`src/rtl/sum_req_initiator.sv`:
```
// Purpose: issues one start/valid sum request per upstream operand pair and returns the result with timeout/mismatch status.
// Latency: accept at edge N, start during N+1, out_valid at N+3 for a 1-cycle responder, N+2+TIMEOUT on timeout.
// Backpressure: one transaction in flight; in_ready only in IDLE, result held in RESP until out_ready.
module sum_req_initiator #(
    parameter int W       = 10,
    parameter int TIMEOUT = 4,
    parameter int CNT_W   = 16
) (
    input  logic             clk,
    input  logic             rst_n,
    input  logic             in_valid,
    output logic             in_ready,
    input  logic [W-1:0]     in_a,
    input  logic [W-1:0]     in_b,
    output logic             start,
    output logic [W-1:0]     a,
    output logic [W-1:0]     b,
    input  logic [W-1:0]     y,
    input  logic             valid,
    output logic             out_valid,
    input  logic             out_ready,
    output logic [W-1:0]     out_y,
    output logic             out_timeout,
    output logic             out_mismatch,
    output logic             proto_err,
    output logic [CNT_W-1:0] txn_count,
    output logic [CNT_W-1:0] err_count
);

    // Timer counts completed WAIT cycles; TIMEOUT-1 marks the last one.
    localparam int TW = $clog2(TIMEOUT + 1);
    localparam logic [TW-1:0] TLAST = TW'(TIMEOUT - 1);

    typedef enum logic [1:0] {
        IDLE  = 2'd0,
        ISSUE = 2'd1,
        WAIT  = 2'd2,
        RESP  = 2'd3
    } state_t;

    state_t        state;
    state_t        state_nxt;
    logic [TW-1:0] timer;
    logic          accept;
    logic          resp_hs;
    logic          got_rsp;
    logic          expire;
    logic [W-1:0]  sum;

    assign accept  = in_valid && in_ready;
    assign resp_hs = out_valid && out_ready;
    assign got_rsp = (state == WAIT) && valid;
    // A valid arriving in the final WAIT cycle wins over the timeout.
    assign expire  = (state == WAIT) && !valid && (timer == TLAST);
    // Truncating add: carry is intentionally dropped for the compare.
    assign sum     = a + b;

    // State register.
    always_ff @(posedge clk or negedge rst_n) begin
        if (!rst_n) state <= IDLE;
        else        state <= state_nxt;
    end

    // Next-state decode.
    always_comb begin
        state_nxt = state;
        case (state)
            IDLE:    if (accept) state_nxt = ISSUE;
            ISSUE:   state_nxt = WAIT;
            WAIT:    if (got_rsp || expire) state_nxt = RESP;
            RESP:    if (resp_hs) state_nxt = IDLE;
            default: state_nxt = IDLE;
        endcase
    end

    // Upstream ready is the only output decoded straight from the state.
    always_comb begin
        in_ready = (state == IDLE);
    end

    // Operand capture and the one-cycle start pulse for the ISSUE state.
    always_ff @(posedge clk or negedge rst_n) begin
        if (!rst_n) begin
            a     <= '0;
            b     <= '0;
            start <= 1'b0;
        end else begin
            start <= accept;
            if (accept) begin
                a <= in_a;
                b <= in_b;
            end
        end
    end

    // WAIT-cycle timer: cleared while issuing, advanced per WAIT cycle without valid.
    always_ff @(posedge clk or negedge rst_n) begin
        if (!rst_n)                      timer <= '0;
        else if (state == ISSUE)         timer <= '0;
        else if (state == WAIT && !valid) timer <= timer + TW'(1);
    end

    // Result capture on response or timeout; held until the downstream handshake.
    always_ff @(posedge clk or negedge rst_n) begin
        if (!rst_n) begin
            out_valid    <= 1'b0;
            out_y        <= '0;
            out_timeout  <= 1'b0;
            out_mismatch <= 1'b0;
        end else if (got_rsp) begin
            out_valid    <= 1'b1;
            out_y        <= y;
            out_timeout  <= 1'b0;
            out_mismatch <= (y != sum);
        end else if (expire) begin
            out_valid    <= 1'b1;
            out_y        <= '0;
            out_timeout  <= 1'b1;
            out_mismatch <= 1'b0;
        end else if (resp_hs) begin
            out_valid    <= 1'b0;
        end
    end

    // Sticky protocol error: responder valid outside WAIT is never used as data.
    always_ff @(posedge clk or negedge rst_n) begin
        if (!rst_n)                      proto_err <= 1'b0;
        else if (valid && state != WAIT) proto_err <= 1'b1;
    end

    // Saturating counters bumped on each downstream handshake.
    always_ff @(posedge clk or negedge rst_n) begin
        if (!rst_n) begin
            txn_count <= '0;
            err_count <= '0;
        end else if (resp_hs) begin
            if (txn_count != '1)
                txn_count <= txn_count + CNT_W'(1);
            if ((out_timeout || out_mismatch) && err_count != '1)
                err_count <= err_count + CNT_W'(1);
        end
    end

endmodule

```
`config.mk`:
```
export PLATFORM = sky130hd
export DESIGN_NAME = sum_req_initiator
export DESIGN_NICKNAME = d
export VERILOG_FILES = /design/src/rtl/sum_req_initiator.sv
export SDC_FILE = /design/constraint.sdc
export NUM_CORES = 1
export LEC_CHECK = 0
export ABC_CLOCK_PERIOD_IN_PS = 2300
export CAP_MARGIN = 25
export CORE_MARGIN = 4
export CORE_UTILIZATION = 40
export CTS_BUF_LIST = sky130_fd_sc_hd__clkbuf_4 sky130_fd_sc_hd__clkbuf_8
export CTS_CLUSTER_DIAMETER = 80
export DETAILED_ROUTE_END_ITERATION = 8
export PLACE_DENSITY = 0.72
export SLEW_MARGIN = 20
export SYNTH_ARGS = -nofsm -noshare
export SYNTH_HDL_FRONTEND = slang
export SYNTH_SLANG_ARGS = --single-unit
```
`constraint.sdc`:
```
create_clock -name clk -period 2.3 [get_ports clk]
set_clock_uncertainty 0.15 [all_clocks]
set_input_delay 0.345 -clock clk [delete_from_list [all_inputs] [get_ports clk]]
set_output_delay 0.345 -clock clk [all_outputs]
set_load 0.1 [all_outputs]
```
==> Word-level counts from Yosys, hierarchy flattened <==
Cells that the tools add are included.
{ "op_classes": {"n_eq_ne": 11, "n_addsub": 4, "n_reduce_logical": 17, "mux": 15} }
{ "op_table": {"columns": ["op", "count"], "rows": [
  ["16-bit by 1-bit adder with 16-bit output, second input constant", 2],
  ["16-bit != test, second input constant", 2],
  ["10-bit 2-to-1 mux", 2],
  ["10-bit adder", 1],
  ["10-bit != test", 1],
  ["2-bit case mux with 4 select lines", 1],
  ["1-bit logical AND", 7],
  ["1-bit 2-to-1 mux", 7],
  ["2-bit 2-to-1 mux", 3],
  ["3-bit 2-to-1 mux", 2],
  ["2-bit equality test, second input constant", 2],
  ["2-bit by 1-bit != test with 1-bit output, second input constant", 2],
  ["2-bit != test, second input constant", 2],
  ["2-bit AND reduction", 2],
  ["2-bit nonzero test", 2],
  ["3-bit by 1-bit adder with 3-bit output, second input constant", 1],
  ["3-bit by 2-bit equality test with 1-bit output, second input constant", 1],
  ["3-bit AND reduction", 1],
  ["3-bit nonzero test", 1],
  ["2-bit by 1-bit equality test with 1-bit output, second input constant", 1],
  ["2-bit zero test", 1],
  ["1-bit logical OR", 2],
  ["1-bit zero test", 1]
]} }
{ "word_totals": {"reg_bits": 72, "wordCells": 59, "output_inout_bits": 68, "input_bits": 35} }

==> Longest topological paths before layout <==
Gate-level depths: netlist (run 1).
{ "logic_depth": {"ltp_word": 6, "depth_mapped": 9, "ltp_nobuf": 9} }

==> Worst setup path before layout (run 1) <==
Ideal clock, no wire load.
{ "synth_path": {"path_type": "register to register", "from": "register b[0]", "to": "register out_mismatch", "setup_ns": 0.139, "t_arrival_ns": 2.550, "slack_ns": -0.539, "period_less_slack_ns": 2.839, "required_time_ns": 2.011, "n_path_buf": 0, "path_stages_with_launch": 10, "path_cell_list": "dfrtp_1 ha_1 inv_1 fa_1 xnor2_1 a211oi_1 o211ai_1 a31oi_1 and4_1 a41oi_1"} }
{ "synth_via": {"elab_chain_cells": 3} }
{ "synth_lines": {"columns": ["element", "line_no", "text"], "rows": [
  ["start, declared", "17", "output logic [W-1:0] b,"],
  ["start signal, assigned", "91", "b <= in_b;"],
  ["10-bit adder", "56", "assign sum = a + b;"],
  ["10-bit != test", "114", "out_mismatch <= (y != sum);"],
  ["1-bit 2-to-1 mux", "110", "end else if (got_rsp) begin"],
  ["end signal, assigned", "114", null],
  ["end, declared", "24", "output logic out_mismatch,"]
]} }
Every way passes these cells.
A chain may end at the register's enable or synchronous reset.

==> Final worst setup path (run 1) <==
Ends and elaborated chain as after synthesis.

==> results of run 1 <==
-- Yosys cell counts (2+ instances only) --
cell      number  share of area, %
nand3_1       12               1.7
a31oi_1        3              0.53
and4_1         3              0.74
nand2_1       23               2.4
a22o_1        10               2.5
clkbuf_1       3              0.32
a221oi_1       2              0.49
nor2b_1        2              0.35
xnor2_1       34               8.4
nand2b_1       4              0.70
inv_1         16               1.7
xor2_1        11               2.7
a21o_1         2              0.42
and3_1         5              0.88
o21a_1         2              0.42
ha_1          17               6.0
nor2_2         4              0.70
a21oi_1        8               1.1
dfrtp_1       72                51
nor3_1         4              0.56
o21ai_0        7              0.99
nor2_1        13               1.4
o211ai_1       2              0.42
mux2_2        18               5.7
nand4_1       10               1.8
-- cell type report --
cell class | instances | area [sq um]
Sequential cell | 72 | 1829
Fill cell | 765 | 3756
Clock buffer | 12 | 165.2
Inverter | 16 | 60.06
Timing Repair Buffer | 113 | 955.9
Multi-Input combinational cell | 216 | 1702
Clock inverter | 4 | 75.07
Tap cell | 108 | 135.1
-- worst max-delay path, cell delays in order (launching register included) --
cell and delay, ps:
dfrtp_2 430, ha_4 170, inv_2 50, fa_1 440, xnor2_2 160, a211oi_2 220, o211ai_1 140, a31oi_1 150
and4_1 200, a41oi_2 90
-- worst paths after layout --
kind / start / to / slack [ps] / cells after the start
setup reg to reg: b[0] / out_mismatch / -30 / 9
setup / recovery: b[0] / out_mismatch / -30 / 9
max in group asynchronous: rst_n / txn_count[7] / 840 / 3
hold reg to reg: proto_err / proto_err / 310 / 1
min in group asynchronous: rst_n / b[3] / 450 / 2
hold / removal: proto_err / proto_err / 310 / 1
-- placed cells by master, fill, tap and decap left out, types with 2 or more instances in the layout --
cell and instances:
buf_4 76, dfrtp_1 50, xnor2_1 33, clkdlybuf4s50_1 33
nand2_1 23, dfrtp_2 22, mux2_2 18, inv_1 15
ha_1 15, nor2_1 13, nand3_1 12, clkbuf_8 12
xor2_1 11, a22o_1 10, nand4_1 10, a21oi_1 8
o21ai_0 7, and3_1 5, nand2b_1 4, nor3_1 4
nor2_2 4, and4_1 3, a31oi_1 3, a221oi_1 2
nor2b_1 2, a21o_1 2, o21a_1 2, xnor2_2 2
o211ai_1 2, bufinv_16 2, clkinvlp_4 2, buf_12 2
-- registers in the layout (all words and copies together) (netlist names), 2 cells and up --
register	flops
timer	3
b	10
out_y	10
a	10
txn_count	16
state	2
err_count	16
-- logic make-up (layout without fill, tap and decap cells) --
| family | after synthesis | in the layout | share of synthesized area (%) |
|---|---|---|---|
| AOI/OAI and AO/OA | 45 | 45 | 9.091 |
| xor gates and xnor gates | 46 | 46 | 11.56 |
| adders and majority gates | 18 | 18 | 6.554 |
| buffers and inverters | 20 | 145 | 2.326 |
| DFF | 72 | 72 | 50.74 |
| muxes | 20 | 20 | 6.413 |
| and+or+nand+nor | 87 | 87 | 13.32 |
-- repair_timing --
action / CTS / global route
hold buffers: 1 / 0
cloned: 0 / 0
gates resized for setup: 3 / 3
endpoints found under the hold margin: 31 / 0
pin swaps: 5 / 6
endpoints found under the setup margin: 1 / 1
-- per-layer routing --
layer	wire length (microns)	share of wire, %	global-route usage, %
met1	3701	44	21.49
met2	4051	48	27.79
met3	564	6.7	3.754
met4	130	1.5	5.348
met5	0	0	0
-- stage by stage --
step,area [sq um],util [%],instances
floorplan,3581,-,308
global placement,4639,53.46,524
detailed placement,4639,53.46,524
CTS,4902,56.49,541
global route,4922,56.72,541
finish,4922,56.72,541
==> impl_metrics.yaml, run 1 <==
status:
  outcome: "finished with violations"
  violations: "setup timing"
timing:
  max_freq_ghz: 0.4292
  setup_viol_count_final: 1
  slew_violations: 0
  rsz0062_at_grt: "true"
  period_minus_slack_ps: 2330
  fin_tns_setup_ps: -30.17
  worst_slew_pin_slew_ps: 732.5
  timing.hold.ws_ps: 307.4
  period_share_pct: 101.3
  relSlewSlack_pct: 51.16
  final_hold_viol_count: 0
  timing.final.ws_setup_ps: -30.17
clocking:
  ctsLongestPathBuffers: 2
  cts_tree: "done"
  root_buffer: "clkbuf_8"
  clkLatencyLatePin_ps: 330
  cts_made_buffers: 9
  postCtsSetupBuffers: 0
  cts.sinks: 72
  cts.reportedPaths.clkPinSlew_ps: 80
  htree_levels: 3
die:
  initial_core_util_pct: 40.92
  die_area_sq_um: 10450
  fp.dieW_microns: 102.2
  core-area_sq_um: 8678
  pin_count: 103
  die_y_microns: 102.2
  rows: 34
cells_and_area:
  diodes: 0
  final_nets: 481
  area_growth_pct: 38.62
  drive_above_1_share_pct: 35.33
setup_path:
  critPathKind: "reg2reg"
  cp-start-kind: "flip-flop"
  cp.arrival_ps: 2380
  end_kind: "flip-flop"
  crit_required_ps: 2350
  critPathMaxFanout: 2
placement:
  place_hpwl_mm: 6.287
  globalplace.congestion: 0.8175
  io_buffers: 102
  post-place-ws_ps: -42.49
route:
  first_pass_iters: 4
  ant_nets: 0
  drc: 0
  drt_iter0_markers: 81
  totalWireLength_mm: 8.448
  via_count: 2740
  routedWlPerCell_microns: 15.62
  via_per_inst: 5.065
logic_synthesis:
  synth_seq_area_share_pct: 50.74
  async_flop_share_pct: 100.0
  ys_warn_count: 0
  ys_ff_latch: 72
  syn_area_sq_um: 3551
  synth_ff_type: "dfrtp_1"
  syn_inst: 308
  synthDistinctLibCells: 46
  syn_avg_cell_area_sq_um: 11.53
  syn_nets: 361
  synth_edf_count: 0
global_routing:
  grt_pass1_vias: 2825
  antenna_found_initial: 0
  grt_pass1_wl_mm: 13.68
  overflow: 0
  grt_use_total_pct: 16.63
  grt_start_max_net_pins: 42
hold_path:
  hold_class: "reg2reg"
flow_run:
  drv_cap: 0
Power of run 1 is not shown: default switching activity piles up to over one toggle a cycle in this logic, so the estimate is an artifact.
==> inputs of run 2 (changes only) <==
- GPL_ROUTABILITY_DRIVEN: not set -> 1
==> results of run 2 <==
Final layout, timing and power as in run 1 (identical DEF).
Power of run 2 is left out for the same reason.
==> RTL change 1 (config.mk and constraints of run 2) <==
Change the parameter `TIMEOUT` from 4 to 2.
--- a/src/rtl/sum_req_initiator.sv
+++ b/src/rtl/sum_req_initiator.sv
@@ -4,5 +4,5 @@
 module sum_req_initiator #(
     parameter int W       = 10,
-    parameter int TIMEOUT = 4,
+    parameter int TIMEOUT = 2,
     parameter int CNT_W   = 16
 ) (
Function: changed (a bounded check fails within 10 cycles, from zero or initial values and one cycle with rst_n low).
==> RTL change 1 against run 2 <==
- the run still ends with negative setup slack left
- cell area hardly changed
- wire length fell by 1.5%
- synthesized area shrank 0.67%
- sequential cell count decreased by 1
- sequential share of layout area shrank 0.19 points
- setup slack worse by 15 ps
- global-route usage hardly changed
- count of clock-buffer cells in the layout grew 1
- highest routed layer unchanged
Power is left out: the tool's default activity adds up to more than one toggle a clock period on the data nets, which glitch-free logic cannot reach.
==> RTL change 1: results (changes against run 2) <==
- Outcome: finished with violations
- Failing checks: negative setup slack
- Crit Path Max Fanout: 4 (+2)
- HPWL Detailed: 6.287 mm (about the same)
- Routed wire length: 8.324 mm (-1.5%)
- Layout net count: 480 (-0.21%)
- Wl on met1: 3.604 mm (-2.6%)
- Sequential area share after synthesis: 0.5037 (-0.003675)
- Total track usage: 0.1667 (+0.0004068)
- Final setup TNS: -44.75 ps (-14.58 ps)
- Starting DRC count in detailed routing: 75 (-7.4%)
- Fillers: 711 (-7.1%)
- RD Place Congestion: 0.8107 (-0.83%)
- Worst slew pin tran: 489.0 ps (-243.6 ps)
- Cells after Synth: 305 (-0.97%)
- Slowest Stage Delay on Critical Path: 490 ps (+50 ps)
- Via count: 2755 (+0.55%)
- Largest net degree at the start of global routing: 72 (+71%)
- Dominant cells by area after synthesis: dfrtp_1 (50%), xnor2_1 (7.2%), mux2_2 (6.4%)
- Post-Place Setup Slack: -188.1 ps (-145.6 ps)
- Crit path max-delay family: compound AO/OA/AOI/OAI gates
- Placed Area: 0.004647 mm² (+0.16%)
- Placed Cells: 520 (-0.76%)
- CP max-delay cell: dfrtp_4
- Fin worst setup slack: -44.75 ps (-14.58 ps)
- Synth cell count leaders: dfrtp_1 (71), xnor2_1 (29), nand2_1 (26)
- Xor/xnor share of the synthesized area: 0.1135 (-0.002059)
- CTS Buf Count: 9 (unchanged)
- Setup violators final: 1 (unchanged)
- WL met2: 3.941 mm (-2.7%)
- Syn Nets: 357 (-1.1%)
- WL met3: 664 µm (+18%)
- Layout cell share with drive strength beyond 1: 0.3741 (+0.02079)
- Area share of fa/ha/maj cells after synthesis: 0.06243 (-0.003106)
- Area growth syn-to-layout: 39.59%
- Vias per cell: 5.121 (+1.1%)
[RTL change 1: path summary, 6_finish.rpt]
| check | start | to | slack, ps | cells past startpoint |
|---|---|---|---|---|
| max | a[0]$_DFFE_PN0P_ | out_mismatch$_DFFE_PN0P_ | -40 | 9 |
| min | proto_err$_DFFE_PN0P_ | proto_err$_DFFE_PN0P_ | 320 | 1 |
| max reg2reg | a[0]$_DFFE_PN0P_ | out_mismatch$_DFFE_PN0P_ | -40 | 9 |
| min reg2reg | proto_err$_DFFE_PN0P_ | proto_err$_DFFE_PN0P_ | 320 | 1 |
| max in group asynchronous | rst_n | err_count[5]$_DFFE_PN0P_ | 1240 | 3 |
| min in group asynchronous | rst_n | b[1]$_DFFE_PN0P_ | 420 | 3 |
[RTL change 1: metal layers]
layer / global-route usage / vias to the layer above
met4: 0.06054 / 0
met5: 0 / -
met3: 0.04505 / 12
met1: 0.2079 / 1317
met2: 0.2792 / 93
li1: - / 1333
[RTL change 1: cell families after synthesis]
family	after synthesis
compound gates	51
mux	21
buf+inv	17
fa+ha+maj	17
flops	71
xor+xnor	44
simple gates	84
[RTL change 1: layout make-up]
type	instances	area share
tap	105	0.02668
sequential	71	0.3698
timing repair buffer	115	0.1972
inverter	14	0.01067
clock inverter	3	0.01321
multi-input combinational	217	0.3487
clock buffer	13	0.03380
[RTL change 1: what timing repair did]
action	CTS	global route
buffers inserted	1	0
resized for setup	6	0
hold buffers	1	0
pin swaps	7	6
endpoints found under the hold margin	71	0
setup endpoints to repair	1	1
==> RTL change 2 (settings of run 2) <==
Without the edit above. Make the reset (`rst_n`) synchronous in 6 clocked blocks.
--- a/src/rtl/sum_req_initiator.sv
+++ b/src/rtl/sum_req_initiator.sv
@@ -57,5 +57,5 @@
 
     // State register.
-    always_ff @(posedge clk or negedge rst_n) begin
+    always_ff @(posedge clk) begin
         if (!rst_n) state <= IDLE;
         else        state <= state_nxt;
@@ -80,5 +80,5 @@
 
     // Operand capture and the one-cycle start pulse for the ISSUE state.
-    always_ff @(posedge clk or negedge rst_n) begin
+    always_ff @(posedge clk) begin
         if (!rst_n) begin
             a     <= '0;
@@ -95,5 +95,5 @@
 
     // WAIT-cycle timer: cleared while issuing, advanced per WAIT cycle without valid.
-    always_ff @(posedge clk or negedge rst_n) begin
+    always_ff @(posedge clk) begin
         if (!rst_n)                      timer <= '0;
         else if (state == ISSUE)         timer <= '0;
@@ -102,5 +102,5 @@
 
     // Result capture on response or timeout; held until the downstream handshake.
-    always_ff @(posedge clk or negedge rst_n) begin
+    always_ff @(posedge clk) begin
         if (!rst_n) begin
             out_valid    <= 1'b0;
@@ -124,5 +124,5 @@
 
     // Sticky protocol error: responder valid outside WAIT is never used as data.
-    always_ff @(posedge clk or negedge rst_n) begin
+    always_ff @(posedge clk) begin
         if (!rst_n)                      proto_err <= 1'b0;
         else if (valid && state != WAIT) proto_err <= 1'b1;
@@ -130,5 +130,5 @@
 
     // Saturating counters bumped on each downstream handshake.
-    always_ff @(posedge clk or negedge rst_n) begin
+    always_ff @(posedge clk) begin
         if (!rst_n) begin
             txn_count <= '0;
Function: differs if rst_n is asserted again (counterexample within 4 cycles, from zero or initial values and one cycle with rst_n low); with rst_n held inactive, the same outputs for 10 cycles.
==> RTL change 2 against run 2 <==
- sequential share of layout area shrank 6.3 points
- synthesized area grew 1.8%
- setup slack improved by 140 ps
- hold slack improved by 19 ps
- via count rose by 14%
- critical path depth is 1 higher
- cell area decreased by 0.92%
- global-route usage is 0.17 points lower
- sequential cell count unchanged
- wire length grew 2.0%
==> RTL change 2: results (changes against run 2) <==
- Async SR Flop Fraction: 0 (-1.000)
- # port buffers: 102 (unchanged)
- Initial antenna violation count: 0 (unchanged)
- Synth cell count leaders: dfxtp_1 (72), nand2_1 (60), and2_1 (32), xnor2_1 (32), a21boi_0 (22)
- Met2 GRT Util: 0.2610 (-0.01688)
- Root Driver: clkbuf_8
- Fillers: 791 (+3.4%)
- Outcome: complete, no violations
- Sequential area share after synthesis: 0.3989 (-0.1085)
- Wl on met1: 4.000 mm (+8.1%)
- CTS Buf Count: 9 (unchanged)
- N_diodes: 0 (unchanged)
- Placed Area: 0.004663 mm² (+0.51%)
- Post-CTS sizing: 0 (-3)
- Critical Path AT: 2250 ps (-130 ps)
- Hold WS: 325.9 ps (+18.53 ps)
- Top flop regs: err_count: 16 flops, txn_count: 16 flops
- Placed Cells: 601 (+15%)
- Fin worst setup slack: 112.4 ps (+142.6 ps)
- Starting DRC count in detailed routing: 77 (-4.9%)
- Post-Place Setup Slack: 76.38 ps (+118.9 ps)
- Relative slew slack: 0.5530 (+0.04133)
- Pleak: 2.026 nW
- Met1 Use GR: 0.2128 (-0.002101)
- Number of global-route vias before repair: 3000 (+6.2%)
- Vias per cell: 5.050 (-0.29%)
- Layout net count: 558 (+16%)
- Via count: 3121 (+14%)
- Total track usage: 0.1646 (-0.001722)
- Hold crit path type: reg -> reg
- Dominant cells by area after synthesis: dfxtp_1 (40%), xnor2_1 (7.8%), nand2_1 (6.2%)
- WL met3: 622 µm (+10%)
- Setup Fix Bufs, Post-CTS: 0 (unchanged)
- H-tree depth: 3 (unchanged)
- Largest net degree at the start of global routing: 36 (-14%)
- Main synth FF type: dfxtp_1
- Peak VDD IR: 0.5473 mV
- HPWL Detailed: 6.660 mm (+5.9%)
- First-pass GRT wire length: 13.90 mm (+1.6%)
- Clock transition at path regs: 70 ps
- Cells after Synth: 398 (+29%)
- Crit Path Max Fanout: 3 (+1)
- RD Place Congestion: 0.8368 (+2.4%)
- WL met2: 3.875 mm (-4.3%)
- Yosys warns: 0 (unchanged)
- Number of distinct library cells after synthesis: 49 (+6.5%)
- Later-pin clock latency in the skew report: 340 ps
- Met3 Usage GRT: 0.04804 (+0.01050)
- Layout cell share with drive strength beyond 1: 0.2980 (-0.05531)
- DRT Pass-1 Iters: 4 (unchanged)
- Multi-input logic area: 0.002086 mm² (+23%)
- Syn Nets: 451 (+25%)
- Max clock buf depth: 2 (unchanged)
- Top Layer Used: met4
- Routed wire length: 8.617 mm (+2.0%)
RTL change 2: cell types whose count changed after synthesis, sizes merged, moves of 8 or more:
cell	change
mux2	-19
dfrtp	-72
clkbuf	+10
nand2	+38
a22o	-10
dfxtp	+72
nor2	-8
nor2b	+19
a22oi	+10
a21boi	+23
and2	+31
RTL change 2: cells by family after synthesis:
kind of cell,count (synthesis),synth area share
buffers and inverters,26,0.02909
xor gates and xnor gates,45,0.1091
adders and majority gates,18,0.06440
AOI/OAI and AO/OA,65,0.1389
muxes,5,0.01385
DFF,72,0.3989
and+or+nand+nor,167,0.2458
RTL change 2: final timing paths:
path | start | cells past startpoint | to
hold reg to reg | proto_err$_SDFFE_PN0P_ | 1 | proto_err$_SDFFE_PN0P_
setup reg to reg | a[0]$_SDFFE_PN0P_ | 10 | out_mismatch$_SDFFE_PN0P_
hold / removal | proto_err$_SDFFE_PN0P_ | 1 | proto_err$_SDFFE_PN0P_
setup / recovery | a[0]$_SDFFE_PN0P_ | 10 | out_mismatch$_SDFFE_PN0P_
RTL change 2: layout make-up:
cell class / count / area share
multi-input combinational: 300 / 0.4277
timing repair buffer: 110 / 0.1883
clock inverter: 3 / 0.003079
sequential: 72 / 0.3086
clock buffer: 13 / 0.03540
inverter: 12 / 0.009236
tap: 108 / 0.02771
RTL change 2: critical path: stages (launching register included):
cell and delay (ps):
dfxtp_4 360, ha_1 160, inv_1 60, fa_2 350, nor2b_2 140, o2111ai_1 120
nand3_1 140, buf_4 130, mux2i_1 60, nor4_1 270, a31oi_1 130
RTL change 2: where the power goes:
part	total, mW	switching [mW]	leakage, nW	internal (mW)
sequential	1.46	0.0937	0.607	1.36
clock	0.945	0.458	0.103	0.487
combinational	1.66	1.16	1.32	0.501
